[config.mk]
export PLATFORM = sky130hd
export DESIGN_NAME = fetch_aligner
export DESIGN_NICKNAME = d
export VERILOG_FILES = /design/src/rtl/fetch_pkg.sv /design/src/rtl/fetch_aligner.sv
export SDC_FILE = /design/constraint.sdc
export NUM_CORES = 1
export LEC_CHECK = 0
export ABC_AREA = 1
export ABC_CLOCK_PERIOD_IN_PS = 10600
export BUFFER_PORTS_ARGS = -buffer_cell sky130_fd_sc_hd__clkbuf_2
export CAP_MARGIN = 0
export CORE_MARGIN = 8
export CORE_UTILIZATION = 62
export CTS_BUF_LIST = sky130_fd_sc_hd__clkbuf_2
export DETAILED_ROUTE_END_ITERATION = 12
export MAX_ROUTING_LAYER = met4
export PLACE_DENSITY = 0.86
export SLEW_MARGIN = 10
export SYNTH_ARGS = -nofsm -noshare
export SYNTH_HDL_FRONTEND = slang
export SYNTH_SLANG_ARGS = --single-unit
[constraint.sdc]
create_clock -name clk -period 10.6 [get_ports clk]
set_input_delay 1.59 -clock clk [delete_from_list [all_inputs] [get_ports clk]]
set_output_delay 1.59 -clock clk [all_outputs]
set_load 0.005 [all_outputs]
[src/rtl/fetch_pkg.sv]
// Shared types and helpers for the instruction-fetch aligner.
// Covers the FSM encoding, the RVC length rule and the cache byte-order swap.
package fetch_pkg;

    typedef enum logic {
        ST_RUN   = 1'b0,
        ST_DRAIN = 1'b1
    } state_t;

    localparam logic [1:0] OPC_LEN32 = 2'b11;

    function automatic logic is_rvc(input logic [15:0] h);
        return h[1:0] != OPC_LEN32;
    endfunction

    // The I-cache delivers words with the first byte in the top lane.
    function automatic logic [31:0] swap_bytes(input logic [31:0] d);
        return {d[7:0], d[15:8], d[23:16], d[31:24]};
    endfunction

endpackage

[src/rtl/fetch_aligner.sv]
// Fetch front end: reads 32-bit words from the I-cache and realigns the mixed
// 16/32-bit halfword stream into one instruction per valid/ready handshake.
module fetch_aligner
    import fetch_pkg::*;
#(
    parameter logic [31:0] RESET_PC = 32'h0000_0000
) (
    input  logic        clk,
    input  logic        rst,
    output logic        icache_ren,
    output logic [29:0] icache_addr,
    input  logic        icache_stall,
    input  logic [31:0] icache_rdata,
    input  logic        redirect_i,
    input  logic [31:0] redirect_pc_i,
    output logic        valid_o,
    input  logic        ready_i,
    output logic [31:0] instr_o,
    output logic [31:0] pc_o,
    output logic        compressed_o
);

    state_t      state, state_nxt;
    logic [29:0] fetch_addr, fetch_addr_nxt;
    logic        skip_low, skip_low_nxt;
    logic [15:0] hbuf, hbuf_nxt;
    logic        hbuf_v, hbuf_v_nxt;
    logic [31:0] hbuf_pc, hbuf_pc_nxt;
    logic [31:1] pend_pc, pend_pc_nxt;

    logic        valid_nxt;
    logic [31:0] instr_nxt;
    logic [31:0] pc_nxt;
    logic        compressed_nxt;

    logic [31:0] w;
    logic [31:0] word_pc;
    logic [31:1] target;
    logic        slot_free;
    logic        case_a;
    logic        ren;
    logic        unused_pc_bit;

    assign w             = swap_bytes(icache_rdata);
    assign word_pc       = {fetch_addr, 2'b00};
    assign slot_free     = !valid_o || ready_i;
    assign case_a        = hbuf_v && is_rvc(hbuf);
    assign ren           = (state == ST_DRAIN) || (slot_free && !case_a);
    assign icache_ren    = ren && !rst;
    assign icache_addr   = fetch_addr;
    assign unused_pc_bit = redirect_pc_i[0];

    always_comb begin
        // NOTE: every next-state signal defaults to its register value first, so
        // no branch can leave one unassigned and infer a latch.
        state_nxt      = state;
        fetch_addr_nxt = fetch_addr;
        skip_low_nxt   = skip_low;
        hbuf_nxt       = hbuf;
        hbuf_v_nxt     = hbuf_v;
        hbuf_pc_nxt    = hbuf_pc;
        pend_pc_nxt    = pend_pc;
        valid_nxt      = valid_o;
        instr_nxt      = instr_o;
        pc_nxt         = pc_o;
        compressed_nxt = compressed_o;
        target         = redirect_i ? redirect_pc_i[31:1] : pend_pc;

        if (state == ST_DRAIN) begin
            // Wait out the outstanding miss; the word it returns is dropped.
            if (redirect_i) begin
                pend_pc_nxt = redirect_pc_i[31:1];
            end
            if (!icache_stall) begin
                fetch_addr_nxt = target[31:2];
                skip_low_nxt   = target[1];
                state_nxt      = ST_RUN;
            end
        end else if (redirect_i) begin
            valid_nxt  = 1'b0;
            hbuf_v_nxt = 1'b0;
            if (icache_stall) begin
                state_nxt   = ST_DRAIN;
                pend_pc_nxt = redirect_pc_i[31:1];
            end else begin
                fetch_addr_nxt = redirect_pc_i[31:2];
                skip_low_nxt   = redirect_pc_i[1];
            end
        end else if (slot_free) begin
            if (case_a) begin
                valid_nxt      = 1'b1;
                instr_nxt      = {16'h0000, hbuf};
                pc_nxt         = hbuf_pc;
                compressed_nxt = 1'b1;
                hbuf_v_nxt     = 1'b0;
            end else if (icache_stall) begin
                valid_nxt = 1'b0;
            end else begin
                fetch_addr_nxt = fetch_addr + 30'd1;
                if (hbuf_v) begin
                    // Leftover low half completes with this word's low half.
                    valid_nxt      = 1'b1;
                    instr_nxt      = {w[15:0], hbuf};
                    pc_nxt         = hbuf_pc;
                    compressed_nxt = 1'b0;
                    hbuf_nxt       = w[31:16];
                    hbuf_pc_nxt    = word_pc + 32'd2;
                end else if (skip_low) begin
                    skip_low_nxt = 1'b0;
                    if (is_rvc(w[31:16])) begin
                        valid_nxt      = 1'b1;
                        instr_nxt      = {16'h0000, w[31:16]};
                        pc_nxt         = word_pc + 32'd2;
                        compressed_nxt = 1'b1;
                    end else begin
                        valid_nxt   = 1'b0;
                        hbuf_nxt    = w[31:16];
                        hbuf_pc_nxt = word_pc + 32'd2;
                        hbuf_v_nxt  = 1'b1;
                    end
                end else if (!is_rvc(w[15:0])) begin
                    valid_nxt      = 1'b1;
                    instr_nxt      = w;
                    pc_nxt         = word_pc;
                    compressed_nxt = 1'b0;
                end else begin
                    valid_nxt      = 1'b1;
                    instr_nxt      = {16'h0000, w[15:0]};
                    pc_nxt         = word_pc;
                    compressed_nxt = 1'b1;
                    hbuf_nxt       = w[31:16];
                    hbuf_pc_nxt    = word_pc + 32'd2;
                    hbuf_v_nxt     = 1'b1;
                end
            end
        end
    end

    // NOTE: state registers use non-blocking assignments so every flop samples
    // the pre-edge values regardless of evaluation order.
    always_ff @(posedge clk or posedge rst) begin
        if (rst) begin
            state        <= ST_RUN;
            fetch_addr   <= RESET_PC[31:2];
            skip_low     <= RESET_PC[1];
            hbuf         <= '0;
            hbuf_v       <= 1'b0;
            hbuf_pc      <= '0;
            pend_pc      <= '0;
            valid_o      <= 1'b0;
            instr_o      <= '0;
            pc_o         <= '0;
            compressed_o <= 1'b0;
        end else begin
            state        <= state_nxt;
            fetch_addr   <= fetch_addr_nxt;
            skip_low     <= skip_low_nxt;
            hbuf         <= hbuf_nxt;
            hbuf_v       <= hbuf_v_nxt;
            hbuf_pc      <= hbuf_pc_nxt;
            pend_pc      <= pend_pc_nxt;
            valid_o      <= valid_nxt;
            instr_o      <= instr_nxt;
            pc_o         <= pc_nxt;
            compressed_o <= compressed_nxt;
        end
    end

endmodule

==> run_summary.xml, run 1 <==
<?xml version="1.0" encoding="UTF-8"?>
<metrics>
  <group name="sta">
    <metric name="final-max-slew-violation-count" unit="">0</metric>
    <metric name="timing.final.crit_share" unit="%">45.1</metric>
    <metric name="max_freq" unit="GHz">0.209</metric>
    <metric name="clock-skew-final" unit="ns">0.0294</metric>
    <metric name="grt_setup_unrepaired" unit="">false</metric>
    <metric name="fin_tns_setup" unit="ns">0</metric>
    <metric name="final_hold_viol_count" unit="">0</metric>
    <metric name="layout_min_cycle_time" unit="ns">4.78</metric>
    <metric name="max_slew.worst_pin.slew" unit="ns">1.06</metric>
    <metric name="slew_headroom" unit="%">29.6</metric>
    <metric name="finalSetupViolCount" unit="">0</metric>
  </group>
  <group name="floorplan">
    <metric name="die_h" unit="um">138</metric>
    <metric name="floorplan.core_area" unit="um^2">14600</metric>
    <metric name="initial_core_util" unit="%">63.7</metric>
    <metric name="io-pin-count" unit="">166</metric>
    <metric name="die_width" unit="um">138</metric>
    <metric name="die-area" unit="um^2">19200</metric>
    <metric name="num_rows" unit="">44</metric>
  </group>
  <group name="logic_synthesis">
    <metric name="synth.yosys.warnings" unit="">0</metric>
    <metric name="synth-main-ff-cell" unit="">dfrtp_1</metric>
    <metric name="yosys-top-cells-area" unit="">dfrtp_1, nand2_1, o21ai_0</metric>
    <metric name="syn_avg_cell_area" unit="um^2">7.58</metric>
    <metric name="yosys.area.top_type_share" unit="%">47.4</metric>
    <metric name="yosysMostFrequentCell" unit="">nand2_1</metric>
    <metric name="synth_async_sr_flop_share" unit="%">100</metric>
    <metric name="synthesis.nets" unit="">1296</metric>
    <metric name="ys_seq_elements" unit="">176</metric>
    <metric name="part_of_the_yosys_area_used_for_sequential_elements" unit="%">47.4</metric>
    <metric name="netlist_instances" unit="">1226</metric>
    <metric name="synth_commonest_cells" unit="">nand2_1, dfrtp_1, nor2_1</metric>
    <metric name="synthDominantAreaCellType" unit="">dfrtp_1</metric>
    <metric name="syn_area" unit="um^2">9300</metric>
    <metric name="synth-edff-count" unit="">0</metric>
    <metric name="yosysUniqueCellTypes" unit="">41</metric>
  </group>
  <group name="critical_path">
    <metric name="critical_path.slowest_cell" unit="">inv_2</metric>
    <metric name="timing.critical_path.cells" unit="">inv_2 &gt; a21oi_2 &gt; inv_1 &gt; nand2_1 &gt; a21oi_1 &gt; clkbuf_2</metric>
    <metric name="worstSetupEndpointType" unit="">output port</metric>
    <metric name="setup.worst_path.start_class" unit="">register</metric>
    <metric name="cp.buffers_inverters" unit="">3</metric>
    <metric name="crit_fanout" unit="">67</metric>
    <metric name="critPathTopFamily" unit="">buffers and inverters</metric>
    <metric name="worstPathArrival" unit="ns">3.19</metric>
    <metric name="critical-path-max-stage-delay" unit="ns">0.76</metric>
    <metric name="timing.critical_path.required" unit="ns">9.01</metric>
    <metric name="criticalPathCategory" unit="">register to output port</metric>
  </group>
  <group name="detailed_routing">
    <metric name="avgRoutedWirePerCell" unit="um">16.1</metric>
    <metric name="antenna_left" unit="">0</metric>
    <metric name="drt-initial-drc-count" unit="">874</metric>
    <metric name="detailroute.via_count" unit="">8684</metric>
    <metric name="wirelength" unit="mm">24.9</metric>
    <metric name="remaining_drc_errors" unit="">0</metric>
    <metric name="vias_per_cell" unit="">5.62</metric>
    <metric name="drt_pre_antenna_iters" unit="">5</metric>
  </group>
  <group name="min_path">
    <metric name="min-delay-path-class" unit="">register to register</metric>
  </group>
  <group name="power_and_ir_drop">
    <metric name="finalPower" unit="uW">2300</metric>
    <metric name="max-vdd-ir-drop" unit="mV">0.0973</metric>
    <metric name="leakage" unit="uW">0.00526</metric>
    <metric name="power_density" unit="nW/um^2">223</metric>
  </group>
  <group name="placed_design">
    <metric name="place.port_buffers" unit="">163</metric>
    <metric name="finalWeightedCongestion" unit="">0.899</metric>
    <metric name="placed_wire_length_estimate" unit="mm">17.3</metric>
  </group>
  <group name="clock_tree">
    <metric name="post_cts_resize_count" unit="">0</metric>
    <metric name="clk-insertion-delay-late" unit="ns">0.77</metric>
    <metric name="cts_made_buffers" unit="">17</metric>
    <metric name="cts.hold.buffers_added" unit="">0</metric>
    <metric name="cts_setup_buffers" unit="">0</metric>
    <metric name="cts_tree" unit="">done</metric>
    <metric name="clk_root_buffer_cell" unit="">clkbuf_2</metric>
    <metric name="htreeDepth" unit="">4</metric>
    <metric name="cts.sinks" unit="">176</metric>
    <metric name="clk_pin_slew" unit="ns">0.22</metric>
    <metric name="cts_buffer_depth" unit="">2</metric>
  </group>
  <group name="layout">
    <metric name="layout.filler_cells" unit="">1188</metric>
    <metric name="finalNetCount" unit="">1416</metric>
    <metric name="area_growth" unit="%">10.9</metric>
    <metric name="drive_gt1_share" unit="%">17.7</metric>
  </group>
  <group name="flow_run">
    <metric name="max_cap_viol_count" unit="">0</metric>
  </group>
  <group name="global_routing">
    <metric name="grt_use_total" unit="%">26.4</metric>
    <metric name="vias_in_the_first_global_route" unit="">7947</metric>
    <metric name="pin_count_of_the_biggest_net_entering_global_routing" unit="">117</metric>
    <metric name="grt_remaining_overflow" unit="">0</metric>
    <metric name="wire_length_of_the_first_global_routing_pass" unit="mm">40.9</metric>
    <metric name="grt_antenna_before_repair" unit="">1</metric>
  </group>
  <group name="status">
    <metric name="outcome" unit="">finished, final reports clean</metric>
  </group>
</metrics>
## state kept, by name (all words and copies together) (netlist names), 16 cells and up
name,flops
hbuf,16
hbuf_pc,31
icache_addr,30
instr_o,32
pc_o,31
pend_pc,31
## report_power, final
group / internal [uW] / leakage [uW] / switching, uW / total, uW
combinational: 329 / 0.00300 / 519 / 848
sequential: 916 / 0.00213 / 185 / 1100
clock: 110 / 0.000130 / 240 / 349
total: 1350 / 0.00526 / 944 / 2300
## through the flow
| step | area, um^2 | setup WS [ns] | hold slack [ns] | util [%] | instances |
|---|---|---|---|---|---|
| floorplan | 9300 | 4.24 | 0.434 | - | 1226 |
| global placement | 10100 | 6.46 | 0.446 | 69.1 | 1511 |
| detailed placement | 10100 | 6.46 | 0.465 | 69.1 | 1511 |
| CTS | 10300 | 5.80 | 0.514 | 70.7 | 1543 |
| global route | 10300 | 5.54 | 0.536 | 70.7 | 1544 |
| finish | 10300 | 5.82 | 0.512 | 70.7 | 1544 |
## worst paths after layout
path | start | to | slack (ns) | depth (start not counted)
max | hbuf_v$_DFFE_PP0P_ | icache_ren | 5.82 | 6
min | instr_o[29]$_DFFE_PP0P_ | instr_o[29]$_DFFE_PP0P_ | 0.51 | 2
max reg2reg | hbuf_v$_DFFE_PP0P_ | hbuf_pc[17]$_DFFE_PP0P_ | 7.31 | 6
min reg2reg | instr_o[29]$_DFFE_PP0P_ | instr_o[29]$_DFFE_PP0P_ | 0.51 | 2
max in group asynchronous | rst | pc_o[12]$_DFFE_PP0P_ | 8.29 | 3
min in group asynchronous | rst | pend_pc[16]$_DFFE_PP0P_ | 0.98 | 2
## layer usage
layer / vias to the layer above / routed length, um / share of wire, % / global-route usage (%)
met3: 47 / 2350 / 9.4 / 6.34
met5: - / 0 / 0 / -
met2: 400 / 11300 / 45 / 37.8
met1: 4014 / 10700 / 43 / 36.2
li1: 4223 / - / - / -
met4: 0 / 566 / 2.3 / 8.87
## layout by cell type, fill, tap and decap left out, types with 2 or more instances in the layout
| master | count |
|---|---|
| a21oi_1 | 70 |
| a31oi_1 | 38 |
| nor2_1 | 108 |
| nand3_1 | 39 |
| nor2_2 | 4 |
| inv_6 | 3 |
| o211ai_1 | 15 |
| nor2_4 | 3 |
| o21ai_1 | 26 |
| a21boi_1 | 9 |
| clkinv_2 | 2 |
| and2_1 | 2 |
| nand2_2 | 2 |
| buf_4 | 9 |
| nor3_1 | 4 |
| nand2_1 | 405 |
| clkbuf_2 | 182 |
| o21ai_0 | 81 |
| a22oi_1 | 7 |
| dfrtp_1 | 176 |
| a21oi_2 | 2 |
| a211oi_1 | 2 |
| o221ai_1 | 7 |
| mux2i_1 | 18 |
| o21ai_2 | 16 |
| clkinvlp_4 | 5 |
| bufinv_16 | 2 |
| inv_1 | 99 |
| inv_2 | 4 |
| a21boi_0 | 3 |
## area by class of cell
type	count	area, um^2	share of cell area [%]
Inverter	104	395	3.83
Antenna cell	1	2.50	0.0243
Multi-Input combinational cell	875	4160	40.4
Clock buffer	19	95.1	0.922
Timing Repair Buffer	172	883	8.57
Sequential cell	176	4400	42.7
Tap cell	184	230	2.23
Clock inverter	13	138	1.33
## tightest hold or removal path, cell delays in order (launching register included)
cell and delay [ns]:
dfrtp_1 0.39, nand2_1 0.06, nand2_1 0.05
## cells by family after synthesis
group           share of synthesized area (%)
fa+ha+maj                               0.135
compound gates                           17.7
buf+inv                                  8.20
mux                                      2.06
flops                                    47.4
other cells                            0.0403
simple gates                             24.4
xor+xnor                               0.0942
Power figures use the tool's default switching activity.
==> run 2: changes to the inputs <==
- ABC_CLOCK_PERIOD_IN_PS: 10600 -> 4500
- CORE_UTILIZATION: 62 -> 58
- PLACE_DENSITY: 0.86 -> 0.81
- clock period: 10.6 -> 4.5 ns (I/O delays scaled with it)
==> run_summary.xml, run 2 (synthesis results as in run 1) <==
<?xml version="1.0" encoding="UTF-8"?>
<metrics>
  <group name="layout">
    <metric name="area_growth" unit="%">11.3</metric>
    <metric name="drive_gt1_share" unit="%">17.7</metric>
    <metric name="layout.cells.most_common_list" unit="">nand2_1, clkbuf_2, dfrtp_1, nor2_1, inv_1</metric>
    <metric name="most_common_cell_after_layout_fill_and_taps_aside" unit="">nand2_1</metric>
    <metric name="largest_register" unit="">instr_o</metric>
    <metric name="finalNetCount" unit="">1422</metric>
    <metric name="flip_flop_count_of_the_largest_register_all_copies_and_words_added" unit="">32</metric>
    <metric name="layout.cells.non_filler" unit="">1580</metric>
    <metric name="stdcell_area" unit="um^2">10400</metric>
  </group>
  <group name="power_and_ir_drop">
    <metric name="leakage" unit="uW">0.00527</metric>
    <metric name="finalPower" unit="uW">5330</metric>
    <metric name="power_density" unit="nW/um^2">515</metric>
    <metric name="max-vdd-ir-drop" unit="mV">0.278</metric>
  </group>
  <group name="global_routing">
    <metric name="grt_antenna_before_repair" unit="">1</metric>
    <metric name="wire_length_of_the_first_global_routing_pass" unit="mm">41.0</metric>
    <metric name="pin_count_of_the_biggest_net_entering_global_routing" unit="">81</metric>
    <metric name="grt_use_total" unit="%">26.1</metric>
    <metric name="grt_remaining_overflow" unit="">0</metric>
    <metric name="vias_in_the_first_global_route" unit="">7986</metric>
  </group>
  <group name="critical_path">
    <metric name="worstReg2RegStart" unit="">hbuf_v$_DFFE_PP0P_</metric>
    <metric name="worst_r2r_path_depth" unit="">6</metric>
    <metric name="worstPathArrival" unit="ns">2.88</metric>
    <metric name="regToRegSetupSlack" unit="ns">1.71</metric>
    <metric name="worstSetupEndpointType" unit="">output port</metric>
    <metric name="criticalPathCategory" unit="">register to output port</metric>
    <metric name="setup.worst_path.start_class" unit="">register</metric>
    <metric name="timing.critical_path.required" unit="ns">3.83</metric>
    <metric name="worst_r2r_endpoint" unit="">hbuf_pc[9]$_DFFE_PP0P_</metric>
    <metric name="crit_fanout" unit="">46</metric>
  </group>
  <group name="placed_design">
    <metric name="placed_cells" unit="">1548</metric>
    <metric name="finalWeightedCongestion" unit="">0.918</metric>
    <metric name="dpl_cell_area" unit="um^2">10200</metric>
    <metric name="place.port_buffers" unit="">163</metric>
    <metric name="placed_wire_length_estimate" unit="mm">18.0</metric>
    <metric name="placement.setup.worst_slack" unit="ns">1.75</metric>
  </group>
  <group name="sta">
    <metric name="slew_headroom" unit="%">32.5</metric>
    <metric name="final_hold_viol_count" unit="">0</metric>
    <metric name="final_critical_path_setup_slack" unit="ns">0.941</metric>
    <metric name="fin_tns_setup" unit="ns">0</metric>
    <metric name="clock-skew-final" unit="ns">0.0240</metric>
    <metric name="max_slew.worst_pin.slew" unit="ns">1.01</metric>
    <metric name="grt_setup_unrepaired" unit="">false</metric>
    <metric name="max_freq" unit="GHz">0.281</metric>
    <metric name="layout_min_cycle_time" unit="ns">3.56</metric>
    <metric name="timing.final.crit_share" unit="%">79.1</metric>
    <metric name="final-max-slew-violation-count" unit="">0</metric>
    <metric name="finalSetupViolCount" unit="">0</metric>
  </group>
  <group name="clock_tree">
    <metric name="cts_tree" unit="">done</metric>
    <metric name="cts_buffer_depth" unit="">2</metric>
    <metric name="cts_setup_buffers" unit="">0</metric>
    <metric name="cts.sinks" unit="">176</metric>
    <metric name="cts_made_buffers" unit="">17</metric>
    <metric name="htreeDepth" unit="">4</metric>
    <metric name="post_cts_resize_count" unit="">0</metric>
    <metric name="clk_root_buffer_cell" unit="">clkbuf_2</metric>
    <metric name="cts.hold.buffers_added" unit="">1</metric>
    <metric name="clk-insertion-delay-late" unit="ns">0.77</metric>
    <metric name="clk_pin_slew" unit="ns">0.23</metric>
  </group>
  <group name="detailed_routing">
    <metric name="avgRoutedWirePerCell" unit="um">16.2</metric>
    <metric name="detailroute.via_count" unit="">8715</metric>
    <metric name="drt_pre_antenna_iters" unit="">6</metric>
    <metric name="wirelength" unit="mm">25.6</metric>
    <metric name="antenna_left" unit="">0</metric>
    <metric name="vias_per_cell" unit="">5.52</metric>
    <metric name="remaining_drc_errors" unit="">0</metric>
    <metric name="drt-initial-drc-count" unit="">932</metric>
  </group>
  <group name="floorplan">
    <metric name="floorplan.core_area" unit="um^2">15800</metric>
    <metric name="num_rows" unit="">46</metric>
    <metric name="die-area" unit="um^2">20300</metric>
    <metric name="die_h" unit="um">143</metric>
    <metric name="die_width" unit="um">143</metric>
    <metric name="initial_core_util" unit="%">59.0</metric>
    <metric name="io-pin-count" unit="">166</metric>
  </group>
  <group name="flow_run">
    <metric name="max_cap_viol_count" unit="">0</metric>
  </group>
  <group name="status">
    <metric name="outcome" unit="">finished, final reports clean</metric>
  </group>
  <group name="min_path">
    <metric name="hp-start" unit="">icache_rdata[2]</metric>
    <metric name="min-delay-path-class" unit="">primary input to register</metric>
    <metric name="whs_path_depth" unit="">3</metric>
    <metric name="min_delay_worst_endpoint" unit="">hbuf[10]$_DFFE_PP0P_</metric>
  </group>
</metrics>
-- run 2: cell types whose count changed in the layout (fill, tap and decap cells not counted), moves of 2 or more --
cell        before  now
clkinv_4         1    3
clkinvlp_4       5    3
inv_6            3    0
buf_4            9   14
clkinv_1         1    3
-- run 2: where the power goes --
group | internal [uW] | total (uW) | switching, uW
clock | 189 | 736 | 547
sequential | 2160 | 2600 | 442
combinational | 782 | 2000 | 1220
-- run 2: layout make-up --
class	count	area (um^2)
fillers	1455	5420
flip-flops and latches	176	4400
multi-input cells	875	4160
repair buffers	178	931
inverters	104	394
well taps	216	270
clock inverters	12	97.6
clock buffers	18	90.1
diodes	1	2.50
-- run 2: worst max path at each step --
stage / slack [ns] / depth (start not counted) / end / startpoint
final: 0.94 / 6 / icache_ren / hbuf_v$_DFFE_PP0P_
after global routing: 0.68 / 6 / icache_ren / hbuf_v$_DFFE_PP0P_
after CTS: 0.90 / 6 / icache_ren / hbuf_v$_DFFE_PP0P_
after detailed placement: 1.75 / 6 / hbuf_pc[9]$_DFFE_PP0P_ / hbuf_v$_DFFE_PP0P_
after global placement: 1.81 / 6 / hbuf_pc[11]$_DFFE_PP0P_ / hbuf_v$_DFFE_PP0P_
after floorplan: 1.57 / 1 / compressed_o$_DFFE_PP0P_ / rst
-- run 2: routing by layer --
metal | wire [um] | track usage, %
met5 | 0 | -
met2 | 11300 | 38.0
met1 | 11300 | 35.8
met4 | 667 | 8.61
met3 | 2260 | 5.58
-- run 2: through the flow --
stage | util [%] | hold WS (ns)
2_1_floorplan | - | 0.434
3_5_place_dp | 64.4 | 0.451
4_1_cts | 65.6 | 0.0882
5_1_grt | 65.6 | 0.0620
6_report | 65.6 | 0.137
3_3_place_gp | 64.4 | 0.449
-- run 2: worst max-delay path, stage by stage (launching register included) --
cell and delay, ns:
dfrtp_1 0.44, inv_2 0.54, a21oi_2 0.13, inv_1 0.51, nand2_1 0.11, a21oi_1 0.23
clkbuf_2 0.16
